--- src/rtl/pred_pack_writer.sv ---
// pred_pack_writer: packs 8-bit class predictions eight to a 64-bit word,
// buffers the words in a first-word-fall-through FIFO and streams them to
// the DMA write channel, then pulses done once per burst.
// Optional feature macro: PRED_PACK_DEBUG_EN (exposes words_out, FIFO
// flags and FSM state on debug; otherwise debug is tied to zero).
//
// Handshake rule for both streams: a transfer happens on a rising clk edge
// where valid and ready are both high; a producer holding valid high keeps
// its data stable until that transfer, and ready never depends on valid.
module pred_pack_writer #(
  parameter int FIFO_DEPTH = 16,
  parameter int PRED_W     = 8
) (
  input  logic              clk,
  input  logic              rst_n,
  input  logic              start,
  input  logic [31:0]       burst_len,
  input  logic              pred_valid,
  output logic              pred_ready,
  input  logic [PRED_W-1:0] pred_data,
  output logic              dma_write_chnl_valid,
  input  logic              dma_write_chnl_ready,
  output logic [63:0]       dma_write_chnl_data,
  output logic              done,
  output logic [31:0]       debug
);

  localparam int AW = $clog2(FIFO_DEPTH);
  localparam logic [AW:0] FULL_COUNT = (AW + 1)'(FIFO_DEPTH);

  typedef enum logic [1:0] {
    IDLE  = 2'd0,
    PACK  = 2'd1,
    DRAIN = 2'd2,
    DONE  = 2'd3
  } state_t;

  state_t        state;
  state_t        state_next;
  logic [31:0]   len_q;
  logic [31:0]   cnt;
  logic [2:0]    lane;
  logic [63:0]   pack_q;
  logic [63:0]   merged;
  logic [63:0]   mem [FIFO_DEPTH];
  logic [AW-1:0] wr_ptr;
  logic [AW-1:0] rd_ptr;
  logic [AW:0]   count;
  logic          fifo_full;
  logic          fifo_empty;
  logic          pred_fire;
  logic          last_pred;
  logic          push;
  logic          pop;
  logic          done_q;

  assign lane       = cnt[2:0];
  assign fifo_full  = (count == FULL_COUNT);
  assign fifo_empty = (count == '0);
  assign pred_ready = (state == PACK) && !fifo_full;
  assign pred_fire  = pred_valid && pred_ready;
  assign last_pred  = (cnt == len_q - 32'd1);
  // A word leaves the packer when its top lane fills or the burst ends.
  assign push       = pred_fire && ((lane == 3'd7) || last_pred);
  assign pop        = !fifo_empty && dma_write_chnl_ready;
  // Upper lanes of pack_q are always zero, so OR-ing in the new byte is exact.
  assign merged     = pack_q | (64'(pred_data) << {lane, 3'b000});

  assign dma_write_chnl_valid = !fifo_empty;
  assign dma_write_chnl_data  = mem[rd_ptr];
  assign done                 = done_q;

  // FSM state register.
  always_ff @(posedge clk) begin
    if (!rst_n) state <= IDLE;
    else        state <= state_next;
  end

  // FSM next-state logic.
  always_comb begin
    state_next = state;
    unique case (state)
      IDLE:  if (start) state_next = (burst_len == 32'd0) ? DONE : PACK;
      PACK:  if (pred_fire && last_pred) state_next = DRAIN;
      DRAIN: if (fifo_empty) state_next = DONE;
      DONE:  state_next = IDLE;
      default: state_next = IDLE;
    endcase
  end

  // done is high during the single cycle the FSM sits in DONE.
  always_ff @(posedge clk) begin
    if (!rst_n) done_q <= 1'b0;
    else        done_q <= (state_next == DONE);
  end

  // Burst length latch, prediction counter and word assembly.
  always_ff @(posedge clk) begin
    if (!rst_n) begin
      len_q  <= 32'd0;
      cnt    <= 32'd0;
      pack_q <= 64'd0;
    end else if ((state == IDLE) && start) begin
      len_q  <= burst_len;
      cnt    <= 32'd0;
      pack_q <= 64'd0;
    end else if (pred_fire) begin
      cnt    <= cnt + 32'd1;
      pack_q <= push ? 64'd0 : merged;
    end
  end

  // FIFO storage; no reset needed since count gates every read.
  always_ff @(posedge clk) begin
    if (push) mem[wr_ptr] <= merged;
  end

  // FIFO pointers and occupancy; pointers wrap naturally.
  always_ff @(posedge clk) begin
    if (!rst_n) begin
      wr_ptr <= '0;
      rd_ptr <= '0;
      count  <= '0;
    end else begin
      if (push) wr_ptr <= wr_ptr + 1'b1;
      if (pop)  rd_ptr <= rd_ptr + 1'b1;
      if (push && !pop)      count <= count + 1'b1;
      else if (!push && pop) count <= count - 1'b1;
    end
  end

`ifdef PRED_PACK_DEBUG_EN
  logic [15:0] words_out;
  logic [31:0] debug_q;

  // Output handshakes since the last accepted start, saturating.
  always_ff @(posedge clk) begin
    if (!rst_n)                       words_out <= 16'd0;
    else if ((state == IDLE) && start) words_out <= 16'd0;
    else if (pop && (words_out != 16'hFFFF)) words_out <= words_out + 16'd1;
  end

  // Registered so the whole word reads zero while reset is held.
  always_ff @(posedge clk) begin
    if (!rst_n) debug_q <= 32'd0;
    else        debug_q <= {words_out, 11'd0, fifo_full, fifo_empty, 1'b0, state};
  end

  assign debug = debug_q;
`else
  assign debug = 32'd0;
`endif

endmodule

--- config.mk ---
export PLATFORM = sky130hd
export DESIGN_NAME = pred_pack_writer
export DESIGN_NICKNAME = d
export VERILOG_FILES = /design/src/rtl/pred_pack_writer.sv
export SDC_FILE = /design/constraint.sdc
export NUM_CORES = 1
export LEC_CHECK = 0
export ABC_AREA = 1
export BUFFER_PORTS_ARGS = -buffer_cell sky130_fd_sc_hd__buf_2
export CORE_ASPECT_RATIO = 0.7
export CORE_MARGIN = 8
export CORE_UTILIZATION = 50
export CTS_CLUSTER_SIZE = 12
export DETAILED_ROUTE_END_ITERATION = 8
export PLACE_DENSITY = 0.66
export SKIP_LAST_GASP = 1
export SYNTH_ARGS = -nofsm -noshare
export SYNTH_HDL_FRONTEND = slang
export SYNTH_SLANG_ARGS = --single-unit
--- constraint.sdc ---
create_clock -name clk -period 5.9 [get_ports clk]
set_input_delay 1.18 -clock clk [delete_from_list [all_inputs] [get_ports clk]]
set_output_delay 1.18 -clock clk [all_outputs]
set_load 0.02 [all_outputs]
# ---- Word level (Yosys, flattened, before mapping)
# Memory sizes are Yosys's and may differ from the RTL's. A register that Yosys moved wholly into a read port is not among the register bits.
# Cells that the tools add are included.
# W data, S select, Z words.
dict set report word_totals {
  regBits 144
  mem_bits_rw 1024
  input_bits 45
  out_inout_bits 99
  wordCells 55
  memories 1
}
dict set report op_classes {
  add_sub_neg 6
  eq_ne 7
  n_shift 1
  n_mux 12
  bitwise 2
  reduce_logical 18
}
# name words word_bits read_ports rd_clocked_by_memory_dff write_ports line
set mem_list {}
lappend mem_list {mem 16 64 1 1 1 45} ;# logic [63:0] mem [FIFO_DEPTH];
# operator count
set op_table {}
lappend op_table {{$mux W64} 1}
lappend op_table {{$or A64 B64 Y64} 1}
lappend op_table {{$shl A8 B6 Y64} 1}
lappend op_table {{$add A32 B1 Y32 const B} 1}
lappend op_table {{$eq A32 B32 Y1} 1}
lappend op_table {{$logic_not A32 Y1} 1}
lappend op_table {{$sub A32 B1 Y32 const B} 1}
lappend op_table {{$mux W5} 2}
lappend op_table {{$add A4 B1 Y4 const B} 2}
lappend op_table {{$logic_and A1 B1 Y1} 8}
lappend op_table {{$mux W2} 4}
lappend op_table {{$mux W4} 2}
lappend op_table {{$pmux W2 S4} 1}
lappend op_table {{$eq A2 B2 Y1 const B} 3}
lappend op_table {{$add A5 B1 Y5 const B} 1}
lappend op_table {{$eq A5 B5 Y1 const B} 1}
lappend op_table {{$logic_not A5 Y1} 1}
lappend op_table {{$sub A5 B1 Y5 const B} 1}
lappend op_table {{$logic_not A1 Y1} 4}
lappend op_table {{$eq A3 B3 Y1 const B} 1}
lappend op_table {{$eq A2 B1 Y1 const B} 1}
lappend op_table {{$logic_not A2 Y1} 1}
lappend op_table {{$mux W1} 2}
lappend op_table {{$reduce_bool A2 Y1} 1}
lappend op_table {{3 further kinds} 3}

# ---- Logic depth before layout (Yosys ltp)
dict set report depth {
  word_depth 9
  depth_mapped 26
  mapped_depth_nobuf 26
}

# ---- Worst setup path before layout
# OpenSTA, ideal clock, no wires.
dict set report synth_timing {
  kind {input-to-reg}
  start {input pred_valid}
  end {memory mem[0][0] (enable)}
  setup_ns 0.486
  arrival_time_ns 4.953
  required_time_ns 5.414
  path_slack_ns 0.461
  stages 12
  n_path_buf 0
  path_cell_list {nand3_1 > inv_1 > nand2_1 > nor2_1 > nand2_1 > nor2_1 > nand3_1 > nor2_2 > nand2_4 > nand2_4 > nand2_1 > nor2_1}
}
dict set report synth_via {
  elab_chain_cells 4
}
# element line
set synth_rtl {}
lappend synth_rtl {{from (decl)} 18} ;# input logic pred_valid,
lappend synth_rtl {{$logic_and A1 B1 Y1} 61} ;# assign pred_fire = pred_valid && pred_ready;
lappend synth_rtl {{$logic_and A1 B1 Y1} 64} ;# assign push = pred_fire && ((lane == 3'd7) || last_pred);
lappend synth_rtl {{$mux W1} 115} ;# if (push) mem[wr_ptr] <= merged;
lappend synth_rtl {{$mux W1 (not written as such)} 115}
lappend synth_rtl {{to (decl)} 45}
# Every way passes these cells.

==> flow_metrics.py <==
metrics = {
    "setup_path": {
        "reg2reg_slack_ps": 1630,
        "endpoint_kind": "primary output",
        "cp.required_ps": 4720,
        "path_buf_inv": 3,
        "path_class": "flop to primary output",
        "cp_slowest_stage_delay_ps": 1040,
        "critPathLaunchType": "flop",
        "cp_cell_sequence": "buf_4 -> buf_4 -> a21oi_1 -> o21ai_0 -> o21ai_0 -> o211ai_1 -> nand2_1 -> buf_2",
        "critPathArrivalTime_ps": 3390,
        "crit_slowest_cell": "dfxtp_4",
        "r2r-end": "mem[11][14]",
        "reg2regPathDepth": 17,
        "crit_family": "flip-flops",
        "crit_fanout": 63,
        "reg2reg_from": "cnt[0]",
    },
    "grt": {
        "grt_pass1_vias": 28713,
        "gr-usage-all-layers_pct": 21.7,
        "overflow": 0,
        "antenna_found_initial": 9,
        "grt_pass1_wl_um": 181000,
        "grt_start_max_net_pins": 177,
    },
    "timing": {
        "rsz0062_at_grt": "no",
        "fin_skew_ps": 30.0,
        "fmax_mhz": 219,
        "fin_ws_ps": 1330,
        "slew_viol_final": 0,
        "slew_headroom_pct": 14.0,
        "finalCritPeriodShare_pct": 77.4,
        "min_period_ps": 4570,
        "setup_tns_ps": 0,
        "hold_viol_final": 0,
        "setup-violations-final": 0,
        "tightest_slew_ps": 1290,
    },
    "synth": {
        "ys_seq_elements": 1172,
        "yosysWarnings": 0,
        "synthCells": 3876,
        "yosys.area_share.simple_pct": 5.96,
        "synth-edff-count": 1024,
        "syn_area_um2": 48400,
        "ys_seq_area_share_pct": 69.7,
        "synth_xor_area_share_pct": 0.726,
        "async_flop_share_pct": 0,
        "ys_types": 42,
        "synthAdderAreaFrac_pct": 0.352,
        "synth_top_family_by_area": "compound AO/OA/AOI/OAI gates",
        "avgSynthCellArea_um2": 12.5,
        "synthMuxAreaShare_pct": 5.29,
        "synth_ff_type": "edfxtp_1",
        "synth_compound_area_share_pct": 12.6,
    },
    "power_and_ir_drop": {
        "power.density_nw_per_um2": 375,
        "peakVddDrop_uv": 469,
        "p_leak_nw": 18.9,
    },
    "clock_tree": {
        "ctsHoldBuffers": 0,
        "cts_buffer_depth": 3,
        "cts-htree-levels": 3,
        "cts.sink_count": 1172,
        "cts_setup_buffers": 0,
        "cts_resized": 0,
        "cts_tree": "built",
        "clock_latency_ps": 720,
        "root_buffer": "clkbuf_16",
        "clkTransAtPathRegs_ps": 60,
        "cts_inserted_buffers": 112,
    },
    "min_path": {
        "holdCritStartpoint": "pack_q[59]",
        "hold_path_end": "pack_q[59]",
        "hold_depth": 2,
        "min_path_type": "flop to flop",
    },
    "cells_and_area": {
        "areaGrowthSynthToFinish_pct": 11.2,
        "drive_gt1_share_pct": 9.07,
        "n_fill_cell": 7775,
        "layout_commonest_cell": "edfxtp_1",
        "nNetsFinal": 4024,
        "layout_common_cells": "edfxtp_1, o21ai_0, inv_1, a21oi_1, nand2_1",
    },
    "floorplanning": {
        "coreArea_um2": 95900,
        "rows": 95,
        "dieHeight_um": 276,
        "io-pin-count": 144,
        "die_width_um": 388,
        "dieArea_um2": 107000,
        "start_util_pct": 50.5,
    },
    "job": {
        "maxCapViolations": 0,
    },
    "placed_design": {
        "dp_hpwl_um": 69200,
        "finalWeightedCongestion": 0.884,
        "io_buffers": 111,
        "pre_cts_ws_ps": 1420,
    },
    "routing": {
        "via_per_inst": 5.73,
        "routed_wl_um": 120000,
        "antenna_left": 0,
        "wl_per_cell_um": 22.6,
        "dr.pass1.iters": 5,
        "vias": 30371,
        "drtIter0Drc": 3294,
        "drc": 0,
    },
    "run_status": {
        "outcome": "finished, final reports clean",
    },
}
-- cell usage after synthesis (2+ instances only) --
| master | instances | share of area [%] |
|---|---|---|
| clkbuf_1 | 159 | 1.2 |
| a21oi_1 | 326 | 3.4 |
| nor2_2 | 8 | 0.10 |
| o211ai_1 | 256 | 4.0 |
| a21o_1 | 9 | 0.14 |
| nand2_2 | 3 | 0.039 |
| nand2_4 | 2 | 0.047 |
| xnor3_1 | 2 | 0.093 |
| mux2i_1 | 256 | 5.3 |
| dfxtp_1 | 148 | 6.1 |
| buf_1 | 24 | 0.19 |
| buf_6 | 5 | 0.12 |
| buf_2 | 28 | 0.29 |
| o21ai_0 | 438 | 4.5 |
| clkinv_1 | 2 | 0.016 |
| nand3_1 | 108 | 1.1 |
| nor2_4 | 3 | 0.070 |
| xor2_1 | 19 | 0.34 |
| o221a_2 | 2 | 0.047 |
| inv_1 | 391 | 3.0 |
| a31oi_1 | 8 | 0.10 |
| nor4_1 | 14 | 0.18 |
| nand3b_1 | 4 | 0.062 |
| inv_2 | 3 | 0.023 |
| edfxtp_1 | 1024 | 64 |
| o21ai_1 | 5 | 0.052 |
| buf_4 | 34 | 0.53 |
| nand2_1 | 273 | 2.1 |
| nand4_1 | 12 | 0.16 |
| xnor2_1 | 16 | 0.29 |
| o21bai_1 | 19 | 0.29 |
| nor3_1 | 15 | 0.16 |
| ha_1 | 12 | 0.31 |
| a211oi_1 | 2 | 0.031 |
| nor2_1 | 239 | 1.9 |
-- stage by stage --
| stage | std cells | cell area [um^2] | power (W) | hold slack, ps | utilization [%] |
|---|---|---|---|---|---|
| 3_5_place_dp | 5112 | 50500 | 0.0137 | 467 | 52.6 |
| 2_1_floorplan | 3907 | 48500 | 0.0123 | 446 | - |
| 5_1_grt | 5297 | 53800 | 0.0210 | 502 | 56.1 |
| 6_report | 5300 | 53800 | 0.0202 | 480 | 56.1 |
| 4_1_cts | 5295 | 53800 | 0.0203 | 483 | 56.1 |
| 3_3_place_gp | 5112 | 50500 | 0.0137 | 454 | 52.6 |
-- layer usage --
layer | vias up | track usage, % | routed length, um
li1 | 14129 | - | -
met1 | 14943 | 32.8 | 54800
met2 | 1108 | 31.9 | 51900
met3 | 183 | 5.01 | 10300
met4 | 8 | 5.34 | 2600
met5 | - | 0 | 56
-- registers in the layout, summed over array words and instances (netlist names), named ones only --
name / flops
mem: 1024
done: 1
state: 2
cnt: 32
len_q: 32
pack_q: 64
wr_ptr: 4
rd_ptr: 4
count: 5
-- report_power, final --
group | leakage (nW) | switching, W | total, W | internal, W
Combinational | 6.87 | 0.00290 | 0.00436 | 0.00146
Sequential | 10.4 | 0.000144 | 0.00914 | 0.00899
Clock | 1.58 | 0.00293 | 0.00666 | 0.00373
Total | 18.9 | 0.00597 | 0.0202 | 0.0142
-- how the worst max path moves through the flow --
stage,to,depth (start not counted)
after floorplan,mem[0][0],12
after global placement,mem[11][22],10
after detailed placement,mem[11][36],10
after CTS,dma_write_chnl_data[58],8
after global routing,dma_write_chnl_data[58],8
final,dma_write_chnl_data[58],8
-- tightest hold or removal path, stage by stage, from the launching register on --
cell and delay [ps]:
dfxtp_1 320, a21oi_1 40, nor2_1 80
-- kinds of logic after synthesis --
logic type / Yosys count
AO/OA/AOI/OAI: 1067
XOR/XNOR: 37
adder cells (fa/ha/maj): 13
buffers and inverters: 646
flip-flops: 1172
multiplexers: 256
other: 1
AND/OR/NAND/NOR: 684
-- layout make-up --
cell class                 count  area, um^2  area share [%]
clock buffer                 166        3080            5.72
inverter                     396        1500            2.79
multi-input combinational   2089       12300            22.9
antenna                        4        10.0          0.0186
sequential                  1172       33700            62.7
timing repair buffer         195        1410            2.62
clock inverter                17         194           0.361
tap                         1261        1580            2.93
(Power assumes the default switching activity.)
